File: config.mk
export PLATFORM = sky130hd
export DESIGN_NAME = noc_local_deframer_flat
export DESIGN_NICKNAME = d
export VERILOG_FILES = /design/src/rtl/noc_local_deframer_if.sv /design/src/rtl/noc_local_deframer.sv /design/src/flat_wrapper.sv
export SDC_FILE = /design/constraint.sdc
export NUM_CORES = 1
export LEC_CHECK = 0
export BUFFER_PORTS_ARGS = -buffer_cell sky130_fd_sc_hd__buf_4
export CORE_AREA = 2 2 88 90
export CTS_BUF_LIST = sky130_fd_sc_hd__clkbuf_2 sky130_fd_sc_hd__clkbuf_4 sky130_fd_sc_hd__clkbuf_8
export DETAILED_ROUTE_END_ITERATION = 16
export DIE_AREA = 0 0 90 92
export GPL_ROUTABILITY_DRIVEN = 0
export GPL_TIMING_DRIVEN = 0
export PLACE_DENSITY = 0.78
export SLEW_MARGIN = 20
export SYNTH_ARGS = -nofsm -noshare
export SYNTH_HDL_FRONTEND = slang
export SYNTH_SLANG_ARGS = --single-unit
export TNS_END_PERCENT = 5
File: constraint.sdc
create_clock -name clk_line -period 2.6 [get_ports clk_line]
set_input_delay 0.26 -clock clk_line [delete_from_list [all_inputs] [get_ports clk_line]]
set_output_delay 0.26 -clock clk_line [all_outputs]
set_load 0.005 [all_outputs]
File: src/rtl/noc_local_deframer_if.sv
// AXI-Stream bundle used on both sides of noc_local_deframer.
// The master modport drives the beat; the slave modport drives TREADY.
interface noc_local_deframer_if #(
    parameter int BW = 32
) ();
    localparam int BWB = BW / 8;

    logic           TVALID;
    logic           TREADY;
    logic [BW-1:0]  TDATA;
    logic [BWB-1:0] TKEEP;
    logic           TLAST;

    modport master (
        output TVALID,
        output TDATA,
        output TKEEP,
        output TLAST,
        input  TREADY
    );

    modport slave (
        input  TVALID,
        input  TDATA,
        input  TKEEP,
        input  TLAST,
        output TREADY
    );
endinterface

File: src/rtl/noc_local_deframer.sv
// Receive-side NoC deframer: filters packets by destination, strips the header and enforces
// the header length against TLAST. Define DEFRAMER_STATS_EN to build the saturating statistics.
module noc_local_deframer #(
    parameter int BW    = 32,
    parameter int XY_SZ = 3,
    parameter int LEN_W = 8
) (
    input  logic                 clk_line,
    input  logic                 clk_line_rst_low,
    input  logic [2*XY_SZ-1:0]   HsrcId,
    noc_local_deframer_if.slave  stream_in,
    noc_local_deframer_if.master stream_out,
    output logic [2*XY_SZ-1:0]   pkt_src,
    output logic [LEN_W-1:0]     pkt_len,
    output logic [3:0]           pkt_type,
    output logic                 busy,
    output logic [15:0]          pkt_cnt,
    output logic [15:0]          drop_cnt,
    output logic [15:0]          err_cnt
);
    localparam int BWB    = BW / 8;
    localparam int SRC_LO = 2 * XY_SZ;
    localparam int LEN_LO = 4 * XY_SZ;
    localparam int TYP_LO = 4 * XY_SZ + LEN_W;

    typedef enum logic [1:0] {
        HDR,
        PAYLOAD,
        DROP,
        FLUSH
    } state_t;

    state_t state, state_n;

    logic [LEN_W-1:0]   cnt, cnt_n;
    logic               out_valid;
    logic [BW-1:0]      out_data;
    logic [BWB-1:0]     out_keep;
    logic               out_last;

    logic               in_ready;
    logic               in_fire;
    logic               fwd;
    logic               fwd_last;
    logic               hdr_take;
    logic               pkt_inc;
    logic               drop_inc;
    logic               err_inc;

    logic [2*XY_SZ-1:0] hdr_dst;
    logic [2*XY_SZ-1:0] hdr_src;
    logic [LEN_W-1:0]   hdr_len;
    logic [3:0]         hdr_type;

    assign hdr_dst  = stream_in.TDATA[SRC_LO-1:0];
    assign hdr_src  = stream_in.TDATA[LEN_LO-1:SRC_LO];
    assign hdr_len  = stream_in.TDATA[TYP_LO-1:LEN_LO];
    assign hdr_type = stream_in.TDATA[TYP_LO+3:TYP_LO];

    // Discard states never touch the output slice, so they always accept.
    assign in_ready = (state == DROP || state == FLUSH) ? 1'b1
                    : (!out_valid || stream_out.TREADY);
    assign in_fire  = stream_in.TVALID && in_ready;

    assign stream_in.TREADY  = in_ready;
    assign stream_out.TVALID = out_valid;
    assign stream_out.TDATA  = out_data;
    assign stream_out.TKEEP  = out_keep;
    assign stream_out.TLAST  = out_last;
    assign busy              = (state != HDR);

    always_ff @(posedge clk_line or negedge clk_line_rst_low) begin
        if (!clk_line_rst_low) begin
            state <= HDR;
            cnt   <= '0;
        end else begin
            state <= state_n;
            cnt   <= cnt_n;
        end
    end

    always_comb begin
        state_n  = state;
        cnt_n    = cnt;
        fwd      = 1'b0;
        fwd_last = 1'b0;
        hdr_take = 1'b0;
        pkt_inc  = 1'b0;
        drop_inc = 1'b0;
        err_inc  = 1'b0;
        case (state)
            HDR: begin
                if (in_fire) begin
                    if (stream_in.TLAST) begin
                        err_inc = 1'b1;
                    end else if (hdr_len == '0) begin
                        err_inc = 1'b1;
                        state_n = DROP;
                    end else if (hdr_dst != HsrcId) begin
                        drop_inc = 1'b1;
                        state_n  = DROP;
                    end else begin
                        hdr_take = 1'b1;
                        cnt_n    = hdr_len;
                        state_n  = PAYLOAD;
                    end
                end
            end
            PAYLOAD: begin
                if (in_fire) begin
                    fwd   = 1'b1;
                    cnt_n = cnt - LEN_W'(1);
                    // Input TLAST takes priority, so TLAST on the final counted beat is a clean end.
                    if (stream_in.TLAST) begin
                        fwd_last = 1'b1;
                        pkt_inc  = 1'b1;
                        err_inc  = (cnt != LEN_W'(1));
                        state_n  = HDR;
                    end else if (cnt == LEN_W'(1)) begin
                        fwd_last = 1'b1;
                        pkt_inc  = 1'b1;
                        err_inc  = 1'b1;
                        state_n  = FLUSH;
                    end
                end
            end
            DROP, FLUSH: begin
                if (in_fire && stream_in.TLAST) begin
                    state_n = HDR;
                end
            end
            default: state_n = HDR;
        endcase
    end

    always_ff @(posedge clk_line or negedge clk_line_rst_low) begin
        if (!clk_line_rst_low) begin
            out_valid <= 1'b0;
            out_data  <= '0;
            out_keep  <= '0;
            out_last  <= 1'b0;
        end else if (fwd) begin
            out_valid <= 1'b1;
            out_data  <= stream_in.TDATA;
            out_keep  <= stream_in.TKEEP;
            out_last  <= fwd_last;
        end else if (stream_out.TREADY) begin
            out_valid <= 1'b0;
        end
    end

    always_ff @(posedge clk_line or negedge clk_line_rst_low) begin
        if (!clk_line_rst_low) begin
            pkt_src  <= '0;
            pkt_len  <= '0;
            pkt_type <= '0;
        end else if (hdr_take) begin
            pkt_src  <= hdr_src;
            pkt_len  <= hdr_len;
            pkt_type <= hdr_type;
        end
    end

`ifdef DEFRAMER_STATS_EN
    logic [15:0] pkt_q;
    logic [15:0] drop_q;
    logic [15:0] err_q;

    always_ff @(posedge clk_line or negedge clk_line_rst_low) begin
        if (!clk_line_rst_low) begin
            pkt_q  <= '0;
            drop_q <= '0;
            err_q  <= '0;
        end else begin
            if (pkt_inc && pkt_q != '1) pkt_q <= pkt_q + 16'd1;
            if (drop_inc && drop_q != '1) drop_q <= drop_q + 16'd1;
            if (err_inc && err_q != '1) err_q <= err_q + 16'd1;
        end
    end

    assign pkt_cnt  = pkt_q;
    assign drop_cnt = drop_q;
    assign err_cnt  = err_q;
`else
    logic unused_stats;
    assign unused_stats = ^{pkt_inc, drop_inc, err_inc};

    assign pkt_cnt  = '0;
    assign drop_cnt = '0;
    assign err_cnt  = '0;
`endif

endmodule

File: src/flat_wrapper.sv
// flat-port wrapper written by rule: the top's interface ports become plain ports
module noc_local_deframer_flat 
#(
    parameter int BW    = 32,
    parameter int XY_SZ = 3,
    parameter int LEN_W = 8
)
  (clk_line, clk_line_rst_low, HsrcId, pkt_src, pkt_len, pkt_type, busy, pkt_cnt, drop_cnt, err_cnt, stream_in_TVALID, stream_in_TDATA, stream_in_TKEEP, stream_in_TLAST, stream_in_TREADY, stream_out_TVALID, stream_out_TDATA, stream_out_TKEEP, stream_out_TLAST, stream_out_TREADY);
  noc_local_deframer_if #(.BW(BW)) stream_in_i ();
  noc_local_deframer_if #(.BW(BW)) stream_out_i ();
  input  logic clk_line;
  input  logic clk_line_rst_low;
  input  logic [2*XY_SZ-1:0] HsrcId;
  output logic [2*XY_SZ-1:0] pkt_src;
  output logic [LEN_W-1:0] pkt_len;
  output logic [3:0] pkt_type;
  output logic busy;
  output logic [15:0] pkt_cnt;
  output logic [15:0] drop_cnt;
  output logic [15:0] err_cnt;
  input wire logic [$bits(stream_in_i.TVALID)-1:0] stream_in_TVALID;
  input wire logic [$bits(stream_in_i.TDATA)-1:0] stream_in_TDATA;
  input wire logic [$bits(stream_in_i.TKEEP)-1:0] stream_in_TKEEP;
  input wire logic [$bits(stream_in_i.TLAST)-1:0] stream_in_TLAST;
  output wire logic [$bits(stream_in_i.TREADY)-1:0] stream_in_TREADY;
  output wire logic [$bits(stream_out_i.TVALID)-1:0] stream_out_TVALID;
  output wire logic [$bits(stream_out_i.TDATA)-1:0] stream_out_TDATA;
  output wire logic [$bits(stream_out_i.TKEEP)-1:0] stream_out_TKEEP;
  output wire logic [$bits(stream_out_i.TLAST)-1:0] stream_out_TLAST;
  input wire logic [$bits(stream_out_i.TREADY)-1:0] stream_out_TREADY;
  assign stream_in_i.TVALID = stream_in_TVALID;
  assign stream_in_i.TDATA = stream_in_TDATA;
  assign stream_in_i.TKEEP = stream_in_TKEEP;
  assign stream_in_i.TLAST = stream_in_TLAST;
  assign stream_in_TREADY = stream_in_i.TREADY;
  assign stream_out_TVALID = stream_out_i.TVALID;
  assign stream_out_TDATA = stream_out_i.TDATA;
  assign stream_out_TKEEP = stream_out_i.TKEEP;
  assign stream_out_TLAST = stream_out_i.TLAST;
  assign stream_out_i.TREADY = stream_out_TREADY;
  noc_local_deframer #(.BW(BW), .XY_SZ(XY_SZ), .LEN_W(LEN_W)) u_core (.clk_line(clk_line), .clk_line_rst_low(clk_line_rst_low), .HsrcId(HsrcId), .stream_in(stream_in_i), .stream_out(stream_out_i), .pkt_src(pkt_src), .pkt_len(pkt_len), .pkt_type(pkt_type), .busy(busy), .pkt_cnt(pkt_cnt), .drop_cnt(drop_cnt), .err_cnt(err_cnt));
endmodule
# ---- Word level (Yosys, flattened, before mapping)
# Cells that the tools add are included.
dict set report op_classes {
  n_reduce_logical 13
  n_addsub 1
  mux 29
  eq_ne 12
}
# op count
set op_table {}
lappend op_table {{2-to-1 mux 8 bit} 5}
lappend op_table {{2-to-1 mux 2 bit} 8}
lappend op_table {{one-hot mux 8 bit (2 select lines)} 1}
lappend op_table {{2-to-1 mux 1 bit} 14}
lappend op_table {{equality test 8 x 1 -> 1 bit (second input constant)} 1}
lappend op_table {{zero test 8 bit} 1}
lappend op_table {{subtractor 8 x 1 -> 8 bit (second input constant)} 1}
lappend op_table {{inequality test 2 x 1 -> 1 bit (second input constant)} 3}
lappend op_table {{inequality test 2 bit (second input constant)} 3}
lappend op_table {{inequality test 6 bit} 1}
lappend op_table {{one-hot mux 2 bit (3 select lines)} 1}
lappend op_table {{AND reduction 6 bit} 1}
lappend op_table {{nonzero test 2 bit} 3}
lappend op_table {{AND reduction 5 bit} 1}
lappend op_table {{equality test 2 bit (second input constant)} 2}
lappend op_table {{inequality test 3 x 2 -> 1 bit (second input constant)} 1}
lappend op_table {{equality test 2 x 1 -> 1 bit (second input constant)} 1}
lappend op_table {{logical AND 1 bit} 2}
lappend op_table {{zero test 2 bit} 1}
lappend op_table {{logical OR 1 bit} 2}
lappend op_table {{OR reduction 2 bit} 1}
lappend op_table {{zero test 1 bit} 1}
dict set report totals {
  out_inout_bits 106
  inputBits 47
  ff_bits 66
}

# ---- Depth between registers and ports, before layout
# Gate-level depths: netlist of the first run.
dict set report logic_depth {
  ltp_word 7
  ltp_mapped 6
  mapped_depth_nobuf 6
}

# ---- Worst setup path after synthesis of the first run
# OpenSTA, ideal clock, no wires.
dict set report synth_timing {
  path_kind {input port to flip-flop}
  from {input HsrcId[1]}
  to {register u_core.pkt_len[0]}
  t_required_ns 2.475
  arrival_ns 1.860
  stages 6
  n_path_buf 1
  setup_ns 0.125
  setup_slack_ns 0.615
  cell_sequence {xor2_1 nor4_4 nand2_2 nor4_4 buf_6 mux2_4}
}
dict set report synth_via {
  elab_chain_cells 6
}
# element line_no
set synth_rtl {}
lappend synth_rtl {{start: declaration} flat_wrapper.sv:13} ;# input logic [2*XY_SZ-1:0] HsrcId;
lappend synth_rtl {{inequality test 6 bit} noc_local_deframer.sv:99} ;# end else if (hdr_dst != HsrcId) begin
lappend synth_rtl {{2-to-1 mux 1 bit} noc_local_deframer.sv:99}
lappend synth_rtl {{2-to-1 mux 1 bit} noc_local_deframer.sv:96} ;# end else if (hdr_len == '0) begin
lappend synth_rtl {{2-to-1 mux 1 bit} noc_local_deframer.sv:94} ;# if (stream_in.TLAST) begin
lappend synth_rtl {{2-to-1 mux 1 bit} noc_local_deframer.sv:93} ;# if (in_fire) begin
lappend synth_rtl {{2-to-1 mux 1 bit} noc_local_deframer.sv:91} ;# case (state)
lappend synth_rtl {{end signal: assignment} noc_local_deframer.sv:159} ;# pkt_len <= hdr_len;
lappend synth_rtl {{end: declaration} noc_local_deframer.sv:14} ;# output logic [LEN_W-1:0] pkt_len,
# No other way between the ends.
# A chain may end at the register's enable or synchronous reset.

# ---- Worst setup path in the final report of the first run
dict set report layout_timing {
  from {register u_core.state[0]}
  to {register u_core.pkt_len[6]}
}
dict set report layout_via {
  elab_chain_cells 6
  word_cells_on_any_way 8
  classes_between {2 x eq/ne; 3 x mux; 3 x reduce/logical}
}
# element line_no
set layout_rtl {}
lappend layout_rtl {{start: declaration} noc_local_deframer.sv:33} ;# state_t state, state_n;
lappend layout_rtl {{start signal: assignment} noc_local_deframer.sv:77} ;# state <= state_n;
lappend layout_rtl {{equality test 2 bit} noc_local_deframer.sv:61} ;# assign in_ready = (state == DROP || state == FLUSH) ? 1'b1
lappend layout_rtl {{logical OR 1 bit} noc_local_deframer.sv:61}
lappend layout_rtl {{2-to-1 mux 1 bit} noc_local_deframer.sv:61}
lappend layout_rtl {{logical AND 1 bit} noc_local_deframer.sv:63} ;# assign in_fire = stream_in.TVALID && in_ready;
lappend layout_rtl {{2-to-1 mux 1 bit} noc_local_deframer.sv:93}
lappend layout_rtl {{2-to-1 mux 1 bit *} noc_local_deframer.sv:91}
# Mark *: on every way between the ends. The rest lies on a longest branch, timed or not.

==> qor.txt, run 1 <==
TIMING
-------------------------------------------------------------------------------------
Sum of negative setup slack ............................................         0 ns
Pins over their slew limit .............................................            0
Total count of hold-check failures in the final report .................            3
Achievable frequency ...................................................    409.6 MHz
Slew margin rel. .......................................................       45.01%
Unrepaired setup endpoints after global routing ........................        false
Final critical-path required period ....................................     2.442 ns
Setup Viol. Count Final ................................................            0
Final worst hold slack ................................................. -0.009298 ns
Ratio of final minimum period to clock period ..........................       93.91%
Worst clock skew on the final layout ...................................   0.01093 ns
Transition time at the pin with the least slew margin ..................    0.8248 ns

CLOCKING
-------------------------------------------------------------------------------------
Clock Tree Buf Depth ...................................................            2
Num CTS Buffers ........................................................            9
CTS sink count .........................................................           66
Cells resized by post-CTS repair .......................................            0
Clock latency on the worst-skew pair ...................................      0.34 ns
CTS tree ...............................................................        built
Hold_buf cts ...........................................................            0
Number of setup buffers added after CTS ................................            0
Clock transition at the registers of the reported paths ................      0.08 ns
CTS H-Tree Depth .......................................................            3
Clk root buf ...........................................................     clkbuf_8

RUN STATUS
-------------------------------------------------------------------------------------
Violations in the final reports ........................................  hold timing
Status ................................................................. finished, violations left

YOSYS
-------------------------------------------------------------------------------------
Xor/xnor share of the synthesized area .................................       1.581%
Post-synthesis async set-or-reset flop share ...........................       100.0%
Warnings from Yosys ....................................................            0
Synth Area in Compound Gates ...........................................       7.414%
Most numerous cell in the Yosys netlist ................................      dfrtp_1
Share of cell area taken by muxes after synthesis ......................       19.72%
Post-synth top area cell ...............................................      dfrtp_1
Post-Synth Adder-Cell Area .............................................      0.7527%
Main area contributors after synthesis ................................. dfrtp_1, mux2_2, buf_4, mux2_4, nand2_1
Share of Yosys cell area claimed by the top area cell type .............       49.68%
Dominant combinational cell family by area after synthesis ............. multiplexers
Prevailing post-synth register cell ....................................      dfrtp_1
Portion of the post-synthesis area used by sequential elements .........       49.68%
Synthesized area per cell ..............................................  12.27 sq um
EDFF count, synth ......................................................            0
Post-synth cell types ..................................................           46
Share of synthesized cell area in and, or, nand and nor gates ..........       7.979%
Leading cell types by count after synthesis ............................ dfrtp_1, buf_4, mux2_2, nand2_1, mux2_4
Synth Cell Area ........................................................   3324 sq um
Number of flip-flops and latches in the synthesized netlist ............           66
Instance count of the mapped netlist ...................................          271

WORST SETUP PATH
-------------------------------------------------------------------------------------
Register-to-Register Path Depth ........................................            5
Critical setup path kind ...............................................      reg2reg
Endpoint arrival time on the critical path .............................      2.66 ns
Worst-case register-to-register setup slack ............................      0.16 ns
Startpoint types .......................................................     register
Max incr delay on CP ...................................................      0.72 ns
Largest fanout on the critical path ....................................           10
Kind of end point of the critical path .................................     register
Worst path cell trace .................................................. nor2_1, inv_1, nor4_4, buf_6, mux2_4
Cell at the slowest stage of the critical path .........................       nor4_4
Worst r2r dst .......................................................... u_core.pkt_len[6]
Critical path startpoint ............................................... u_core.state[0]
Data required time at the worst endpoint ...............................      2.82 ns
Beginning of the worst register-to-register path ....................... u_core.state[0]

PLACED DESIGN
-------------------------------------------------------------------------------------
Cell count after placement .............................................          524
PortBufs ...............................................................          104
DP Wirelength ..........................................................      5839 um

POWER
-------------------------------------------------------------------------------------
Worst vdd rail ir drop .................................................     433.3 uV
Total power per unit cell area ......................................... 549.9 nW/um^2
Leakage dissipation ....................................................  0.002483 uW

ROUTE
-------------------------------------------------------------------------------------
Count of routing violations after the opening detailed-route iteration .          102
Detailed-route DRC error count .........................................            0
Vias per cell ..........................................................        4.709
Aggregate routed wire length ...........................................      7620 um
Vias post-DR ...........................................................        2,543
Number of nets with antenna violations after detailed routing ..........            0
Detailed Routing Iterations Pass 1 .....................................            4
Wirelength per Cell ....................................................     14.11 um

DIE
-------------------------------------------------------------------------------------
Horizontal die dimension ...............................................        90 um
Die Outline Area .......................................................   8280 sq um
Chip Height ............................................................        92 um
Starting density of the core ...........................................       44.64%
# IOs ..................................................................          153
Std-Cell Core Area .....................................................   7447 sq um
Placement Rows .........................................................           32

FINISH
-------------------------------------------------------------------------------------
Proportion of layout cells with a drive suffix above 1 .................       52.28%
Final instance count without filler cells ..............................          540
Fillers ................................................................          634
Antenna fix cells ......................................................            0
Area growth from synthesis to final layout .............................       38.62%
Net total in the final layout ..........................................          482

GLOBAL ROUTE
-------------------------------------------------------------------------------------
Global-route wire length before repair .................................    12,330 um
Overflow after GRT .....................................................            0
Maximum number of pins on one net before global-route repair ...........           67
Initial antenna violation count ........................................            0
Number of global-route vias before repair ..............................        2,581
Global routing usage summed across all routing layers ..................       18.56%

JOB
-------------------------------------------------------------------------------------
Max-capacitance violation count ........................................            0

HOLD PATH
-------------------------------------------------------------------------------------
Type of the worst min-delay path .......................................     in2async

==> per-stage QoR <==
step / hold slack, ns / setup slack, ns / power (uW) / area (sq um) / utilization, %
after floorplan: -0.03559 / 0.6149 / 1432 / 3501 / -
after global placement: 0.4061 / 0.2204 / 1659 / 4409 / 59.21
after detailed placement: 0.4060 / 0.1481 / 1677 / 4409 / 59.21
after CTS: 0.03562 / 0.1857 / 2544 / 4608 / 61.88
after global routing: 0.08148 / 0.04984 / 2642 / 4608 / 61.88
final: -0.009298 / 0.1583 / 2534 / 4608 / 61.88
==> state kept, by name, summed over array words and instances, names as in the netlist <==
| name | count |
|---|---|
| u_core.pkt_src | 6 |
| u_core.cnt | 8 |
| u_core.stream_out.TLAST | 1 |
| u_core.state | 2 |
| u_core.stream_out.TKEEP | 4 |
| u_core.stream_out.TVALID | 1 |
| u_core.stream_out.TDATA | 32 |
| u_core.pkt_len | 8 |
| u_core.pkt_type | 4 |
==> cells by family after synthesis <==
kind of cell | count (synthesis)
buf+inv | 63
fa+ha+maj | 2
compound gates | 34
other cells | 1
simple gates | 44
mux | 55
flops | 66
xor+xnor | 6
==> power breakdown <==
part / total [uW] / switching, uW / internal (uW) / leakage, uW
Combinational: 463 / 190 / 272 / 0.00150
Clock: 874 / 396 / 478 / 0.000105
Sequential: 1200 / 74.0 / 1120 / 0.000881
Total: 2530 / 660 / 1870 / 0.00248
==> layout make-up <==
| cell class | instances | area [sq um] | share of cell area [%] |
|---|---|---|---|
| Buffer | 56 | 397.9 | 8.634 |
| Clock buffer | 12 | 146.4 | 3.177 |
| Clock inverter | 4 | 52.55 | 1.140 |
| Inverter | 7 | 26.28 | 0.5702 |
| Multi-Input combinational cell | 189 | 1425 | 30.93 |
| Sequential cell | 66 | 1652 | 35.84 |
| Tap cell | 102 | 127.6 | 2.769 |
| Timing Repair Buffer | 104 | 780.7 | 16.94 |
==> layout by cell type (no fill, tap or decap), types with 4 or more instances in the layout <==
cell,instances
clkbuf_8,9
mux2_2,44
buf_4,152
dfrtp_1,66
nor2_1,7
clkbuf_1,4
o21ai_0,4
a221o_1,4
mux2_4,10
conb_1,48
a21oi_1,7
xor2_1,6
nand2_1,14
inv_1,7
==> critical path, delay by kind of cell, from the launching register on <==
| family | cells | cell delay (ns) |
|---|---|---|
| buffers and inverters | 2 | 0.47 |
| DFF | 1 | 0.44 |
| muxes | 1 | 0.32 |
| and+or+nand+nor | 2 | 1.10 |
==> worst max path at each step <==
stage / to / slack, ns / depth (start not counted)
final: u_core.pkt_len[6] / 0.16 / 5
after floorplan: u_core.pkt_len[0] / 0.61 / 6
after global placement: u_core.pkt_src[4] / 0.22 / 7
after detailed placement: u_core.pkt_len[6] / 0.15 / 7
after global routing: u_core.pkt_len[6] / 0.05 / 5
after CTS: u_core.pkt_len[6] / 0.19 / 5
==> metal layers <==
metal / track usage, % / part of all wire (%)
met3: 7.395 / 10
met4: 6.667 / 1.6
met2: 30.33 / 48
met5: 0 / 0
met1: 22.30 / 40
Power figures use the tool's default switching activity.
==> run 2, diff against run 1 <==
Settings changed: GPL_TIMING_DRIVEN 0 to default.
==> qor.txt, run 2 (synthesized netlist as in run 1, its figures left out) <==
RUN STATUS
-------------------------------------------------------------------------------------
Status ................................................................. finished, final reports clean

WORST SETUP PATH
-------------------------------------------------------------------------------------
Critical setup path kind ...............................................      reg2reg
Largest fanout on the critical path ....................................           18
Startpoint types .......................................................     register
Data required time at the worst endpoint ...............................      2.83 ns
Kind of end point of the critical path .................................     register
Endpoint arrival time on the critical path .............................      2.33 ns

ROUTE
-------------------------------------------------------------------------------------
Detailed Routing Iterations Pass 1 .....................................            4
Count of routing violations after the opening detailed-route iteration .          198
Number of nets with antenna violations after detailed routing ..........            0
Vias post-DR ...........................................................        2,395
Aggregate routed wire length ...........................................      7380 um
Wirelength per Cell ....................................................     15.12 um
Detailed-route DRC error count .........................................            0
Vias per cell ..........................................................        4.908

PLACED DESIGN
-------------------------------------------------------------------------------------
PortBufs ...............................................................          104
Cell count after placement .............................................          472
Total placed instance area .............................................   4046 sq um
DP Wirelength ..........................................................      5507 um

TIMING
-------------------------------------------------------------------------------------
Setup Viol. Count Final ................................................            0
Ratio of final minimum period to clock period ..........................       80.81%
Final worst hold slack .................................................   0.01195 ns
Total count of hold-check failures in the final report .................            0
Achievable frequency ...................................................    475.9 MHz
Unrepaired setup endpoints after global routing ........................        false
Transition time at the pin with the least slew margin ..................    0.8076 ns
Worst clock skew on the final layout ...................................   0.01170 ns
Pins over their slew limit .............................................            0
Sum of negative setup slack ............................................         0 ns
Slew margin rel. .......................................................       46.16%
Final critical-path required period ....................................     2.101 ns

FINISH
-------------------------------------------------------------------------------------
Net total in the final layout ..........................................          430
Number of flip-flops in the largest register ...........................           32
Most used cells in the layout excluding fill and tap cells ............. buf_4, dfrtp_1, conb_1
Antenna fix cells ......................................................            0
Combined area of the multi-input logic cells ...........................   1430 sq um
Post-route cell area ...................................................   4277 sq um
Most common library cell in the layout ignoring fill and taps ..........        buf_4
Final instance count without filler cells ..............................          488
Proportion of layout cells with a drive suffix above 1 .................       47.93%
Fillers ................................................................          647
Area growth from synthesis to final layout .............................       28.64%
Area of all sequential standard cells ..................................   1652 sq um

JOB
-------------------------------------------------------------------------------------
Max-capacitance violation count ........................................            0

POWER
-------------------------------------------------------------------------------------
Proportion of total power due to net switching .........................       25.80%
Power dissipated by switching net loads ................................     672.3 uW
Part of the power in registers .........................................        46.0%
Part of the power in combinational logic ...............................        15.7%
Internal ...............................................................      1933 uW
Final Total Pwr ........................................................      2606 uW
Clock network fraction of total power ..................................        38.4%
Total power per unit cell area ......................................... 609.3 nW/um^2
Leakage dissipation ....................................................  0.002235 uW
Worst vdd rail ir drop .................................................     340.0 uV

DIE
-------------------------------------------------------------------------------------
Placement Rows .........................................................           32
# IOs ..................................................................          153
Std-Cell Core Area .....................................................   7447 sq um
Horizontal die dimension ...............................................        90 um
Starting density of the core ...........................................       44.64%
Die Outline Area .......................................................   8280 sq um
Chip Height ............................................................        92 um

GLOBAL ROUTE
-------------------------------------------------------------------------------------
Global routing usage summed across all routing layers ..................       18.34%
Overflow after GRT .....................................................            0
Initial antenna violation count ........................................            0
Number of global-route vias before repair ..............................        2,435
Global-route wire length before repair .................................    12,010 um
Maximum number of pins on one net before global-route repair ...........           67

CLOCKING
-------------------------------------------------------------------------------------
CTS sink count .........................................................           66
Number of setup buffers added after CTS ................................            0
Cells resized by post-CTS repair .......................................            0
Clock transition at the registers of the reported paths ................      0.08 ns
Num CTS Buffers ........................................................            9
Clock latency on the worst-skew pair ...................................      0.34 ns
CTS H-Tree Depth .......................................................            3
Clk root buf ...........................................................     clkbuf_8
CTS tree ...............................................................        built
Clock Tree Buf Depth ...................................................            2
Hold_buf cts ...........................................................            0

HOLD PATH
-------------------------------------------------------------------------------------
Type of the worst min-delay path .......................................     in2async

-- run 2: path summary, 6_finish.rpt --
| check | startpoint | end | slack [ns] | cells past startpoint |
|---|---|---|---|---|
| worst min-delay path | clk_line_rst_low | u_core.stream_out.TDATA[4] | 0.01 | 1 |
| worst max register to register | u_core.state[0] | u_core.pkt_len[7] | 0.50 | 5 |
| max in group asynchronous | clk_line_rst_low | u_core.cnt[0] | 2.06 | 1 |
| worst min register to register | u_core.stream_out.TDATA[13] | u_core.stream_out.TDATA[13] | 0.51 | 1 |
| worst max-delay path | u_core.state[0] | u_core.pkt_len[7] | 0.50 | 5 |
| min in group clk_line | stream_in_TDATA[30] | u_core.stream_out.TDATA[30] | 0.15 | 2 |
-- run 2: final cells by class --
type	instances	share of cell area (%)
inverter	7	0.6144
timing repair buffer	108	18.96
clock inverter	5	1.989
sequential	66	38.62
clock buffer	11	3.394
multi-input combinational	189	33.44
tap	102	2.984
-- run 2: critical path: stages (launching register included) --
cell     delay, ns
dfrtp_1       0.43
nor2_1        0.35
inv_1         0.21
nor4_4        0.28
buf_4         0.34
mux2_2        0.39
-- run 2: metal layers --
layer | vias up | share of wire [%] | global-route usage [%]
met5 | - | 0 | 0
met4 | 0 | 1.2 | 6.538
met3 | 7 | 9.0 | 5.998
met2 | 137 | 50 | 30.95
met1 | 1172 | 40 | 22.09
li1 | 1079 | - | -
-- run 2: power groups by stage --
| stage | clock, uW | sequential (uW) | combinational, uW |
|---|---|---|---|
| 2_1_floorplan | 0 | 1210 | 227 |
| 3_3_place_gp | 0 | 1210 | 402 |
| 3_5_place_dp | 0 | 1210 | 411 |
| 4_1_cts | 1030 | 1200 | 412 |
| 5_1_grt | 1060 | 1210 | 450 |
| 6_report | 1000 | 1200 | 409 |
-- run 2: metrics by stage --
| step | util [%] | worst slack (ns) |
|---|---|---|
| 2_1_floorplan | - | 0.6149 |
| 3_3_place_gp | 54.33 | 0.4179 |
| 3_5_place_dp | 54.33 | 0.3405 |
| 4_1_cts | 57.43 | 0.5141 |
| 5_1_grt | 57.43 | 0.3846 |
| 6_report | 57.43 | 0.4989 |
==> run 3, diff against run 2 <==
Clock period 2.6 ns to 2.15 ns, I/O delays scaled along.
==> qor.txt, run 3 (synthesized netlist as in run 1, its figures left out) <==
WORST SETUP PATH
-------------------------------------------------------------------------------------
Critical path startpoint ............................................... u_core.cnt[4]
Data required time at the worst endpoint ...............................      2.40 ns
Worst-case register-to-register setup slack ............................      0.35 ns
Max incr delay on CP ...................................................      0.43 ns
Critical setup path kind ...............................................      reg2reg
Register-to-Register Path Depth ........................................            5
Worst path cell trace .................................................. nor4_2, nand2_1, or3_1, a221o_1, a22oi_1
Endpoint arrival time on the critical path .............................      2.05 ns
Cell at the slowest stage of the critical path .........................      dfrtp_1
Startpoint types .......................................................     register
Beginning of the worst register-to-register path ....................... u_core.cnt[4]
Kind of end point of the critical path .................................     register
Worst r2r dst .......................................................... u_core.cnt[7]
Largest fanout on the critical path ....................................            4

FINISH
-------------------------------------------------------------------------------------
Most common library cell in the layout ignoring fill and taps ..........        buf_4
Final instance count without filler cells ..............................          492
Number of flip-flops in the largest register ...........................           32
Area of all sequential standard cells ..................................   1652 sq um
Net total in the final layout ..........................................          434
Area growth from synthesis to final layout .............................       29.39%
Fillers ................................................................          634
Antenna fix cells ......................................................            0
Combined area of the multi-input logic cells ...........................   1430 sq um
Proportion of layout cells with a drive suffix above 1 .................       48.21%
Most used cells in the layout excluding fill and tap cells ............. buf_4, dfrtp_1, conb_1

HOLD PATH
-------------------------------------------------------------------------------------
Hold Crit Start ........................................................ stream_in_TDATA[26]
Number of stages on the worst hold path ................................            2
Type of the worst min-delay path .......................................       in2reg
WHS Endpoint ........................................................... u_core.stream_out.TDATA[26]

POWER
-------------------------------------------------------------------------------------
Part of the power in registers .........................................        48.4%
Clock network fraction of total power ..................................        35.0%
Power dissipated by switching net loads ................................     781.1 uW
Total power per unit cell area ......................................... 696.6 nW/um^2
Leakage dissipation ....................................................  0.002250 uW
Internal ...............................................................      2215 uW
Worst vdd rail ir drop .................................................     544.2 uV
Final Total Pwr ........................................................      2997 uW
Part of the power in combinational logic ...............................        16.7%
Proportion of total power due to net switching .........................       26.07%

CLOCKING
-------------------------------------------------------------------------------------
CTS H-Tree Depth .......................................................            3
Number of setup buffers added after CTS ................................            0
CTS tree ...............................................................        built
Clock transition at the registers of the reported paths ................      0.07 ns
Clk root buf ...........................................................     clkbuf_8
CTS sink count .........................................................           66
Clock Tree Buf Depth ...................................................            2
Clock latency on the worst-skew pair ...................................      0.34 ns
Num CTS Buffers ........................................................            9

ROUTE
-------------------------------------------------------------------------------------
Detailed-route DRC error count .........................................            0
Aggregate routed wire length ...........................................      7344 um
Vias post-DR ...........................................................        2,421
Wirelength per Cell ....................................................     14.93 um
Number of nets with antenna violations after detailed routing ..........            0
Vias per cell ..........................................................        4.921
Detailed Routing Iterations Pass 1 .....................................            4
Count of routing violations after the opening detailed-route iteration .          124

TIMING
-------------------------------------------------------------------------------------
Pins over their slew limit .............................................            0
Worst clock skew on the final layout ...................................  0.009550 ns
Sum of negative setup slack ............................................         0 ns
Ratio of final minimum period to clock period ..........................       83.70%
Final critical-path required period ....................................     1.800 ns
Total count of hold-check failures in the final report .................            0
Final worst slack ......................................................    0.3505 ns
Setup Viol. Count Final ................................................            0
Unrepaired setup endpoints after global routing ........................        false
Slew margin rel. .......................................................       45.48%
Transition time at the pin with the least slew margin ..................    0.8178 ns
Achievable frequency ...................................................    555.7 MHz

PLACED DESIGN
-------------------------------------------------------------------------------------
DP Wirelength ..........................................................      5469 um
PortBufs ...............................................................          104
Worst-case setup slack after placement .................................    0.1772 ns
Cell count after placement .............................................          475

JOB
-------------------------------------------------------------------------------------
Max-capacitance violation count ........................................            0

GLOBAL ROUTE
-------------------------------------------------------------------------------------
Maximum number of pins on one net before global-route repair ...........           67
Overflow after GRT .....................................................            0
Number of global-route vias before repair ..............................        2,410
Initial antenna violation count ........................................            0
Global routing usage summed across all routing layers ..................       17.83%
Global-route wire length before repair .................................    11,670 um

DIE
-------------------------------------------------------------------------------------
Starting density of the core ...........................................       44.64%
Placement Rows .........................................................           32
# IOs ..................................................................          153
Die Outline Area .......................................................   8280 sq um
Chip Height ............................................................        92 um
Horizontal die dimension ...............................................        90 um
Std-Cell Core Area .....................................................   7447 sq um

RUN STATUS
-------------------------------------------------------------------------------------
Status ................................................................. finished, final reports clean

run 3: power groups by stage:
stage | logic (uW) | clock network [uW] | registers (uW)
2_1_floorplan | 274 | 0 | 1460
3_3_place_gp | 487 | 0 | 1460
3_5_place_dp | 501 | 0 | 1470
4_1_cts | 502 | 1070 | 1450
5_1_grt | 547 | 1130 | 1460
6_report | 500 | 1050 | 1450
run 3: cell type report:
cell class              instances  area share (%)
clock buffers                  12           3.403
clock inverters                 4           1.193
inverters                       7          0.6108
multi-input cells             189           33.25
flip-flops and latches         66           38.39
well taps                     102           2.967
repair buffers                112           20.19
run 3: metrics by stage:
step / hold slack [ns] / instance area (sq um) / utilization, %
finish: 0.1059 / 4302 / 57.76
global route: 0.08780 / 4302 / 57.76
CTS: 0.09440 / 4302 / 57.76
detailed placement: 0.3614 / 4094 / 54.97
global placement: 0.3660 / 4094 / 54.97
floorplan: -0.08059 / 3501 / -
run 3: worst max-delay path by stage:
stage / endpoint / slack (ns) / depth (start not counted)
after detailed placement: u_core.pkt_type[1] / 0.18 / 7
after CTS: u_core.cnt[7] / 0.35 / 5
after global routing: u_core.cnt[5] / 0.24 / 5
after floorplan: u_core.pkt_len[0] / 0.19 / 5
after global placement: u_core.pkt_src[5] / 0.23 / 7
final: u_core.cnt[7] / 0.35 / 5
run 3: repair_timing:
item                      in CTS  in global routing
hold buffers                   1                  0
hold endpoints to repair      25                  0
resized for setup              0                  0
run 3: layer usage:
metal | wire length [um] | track usage, % | up-vias
met5 | 0 | 0 | -
met4 | 68 | 5.000 | 0
met3 | 773 | 6.984 | 8
met2 | 3652 | 29.76 | 141
met1 | 2849 | 21.57 | 1181
li1 | - | - | 1091
run 3: worst max-delay path: cells and delay by family (launching register included):
| kind | cells | cell delay [ns] |
|---|---|---|
| compound gates | 2 | 0.49 |
| flops | 1 | 0.43 |
| simple gates | 3 | 0.79 |
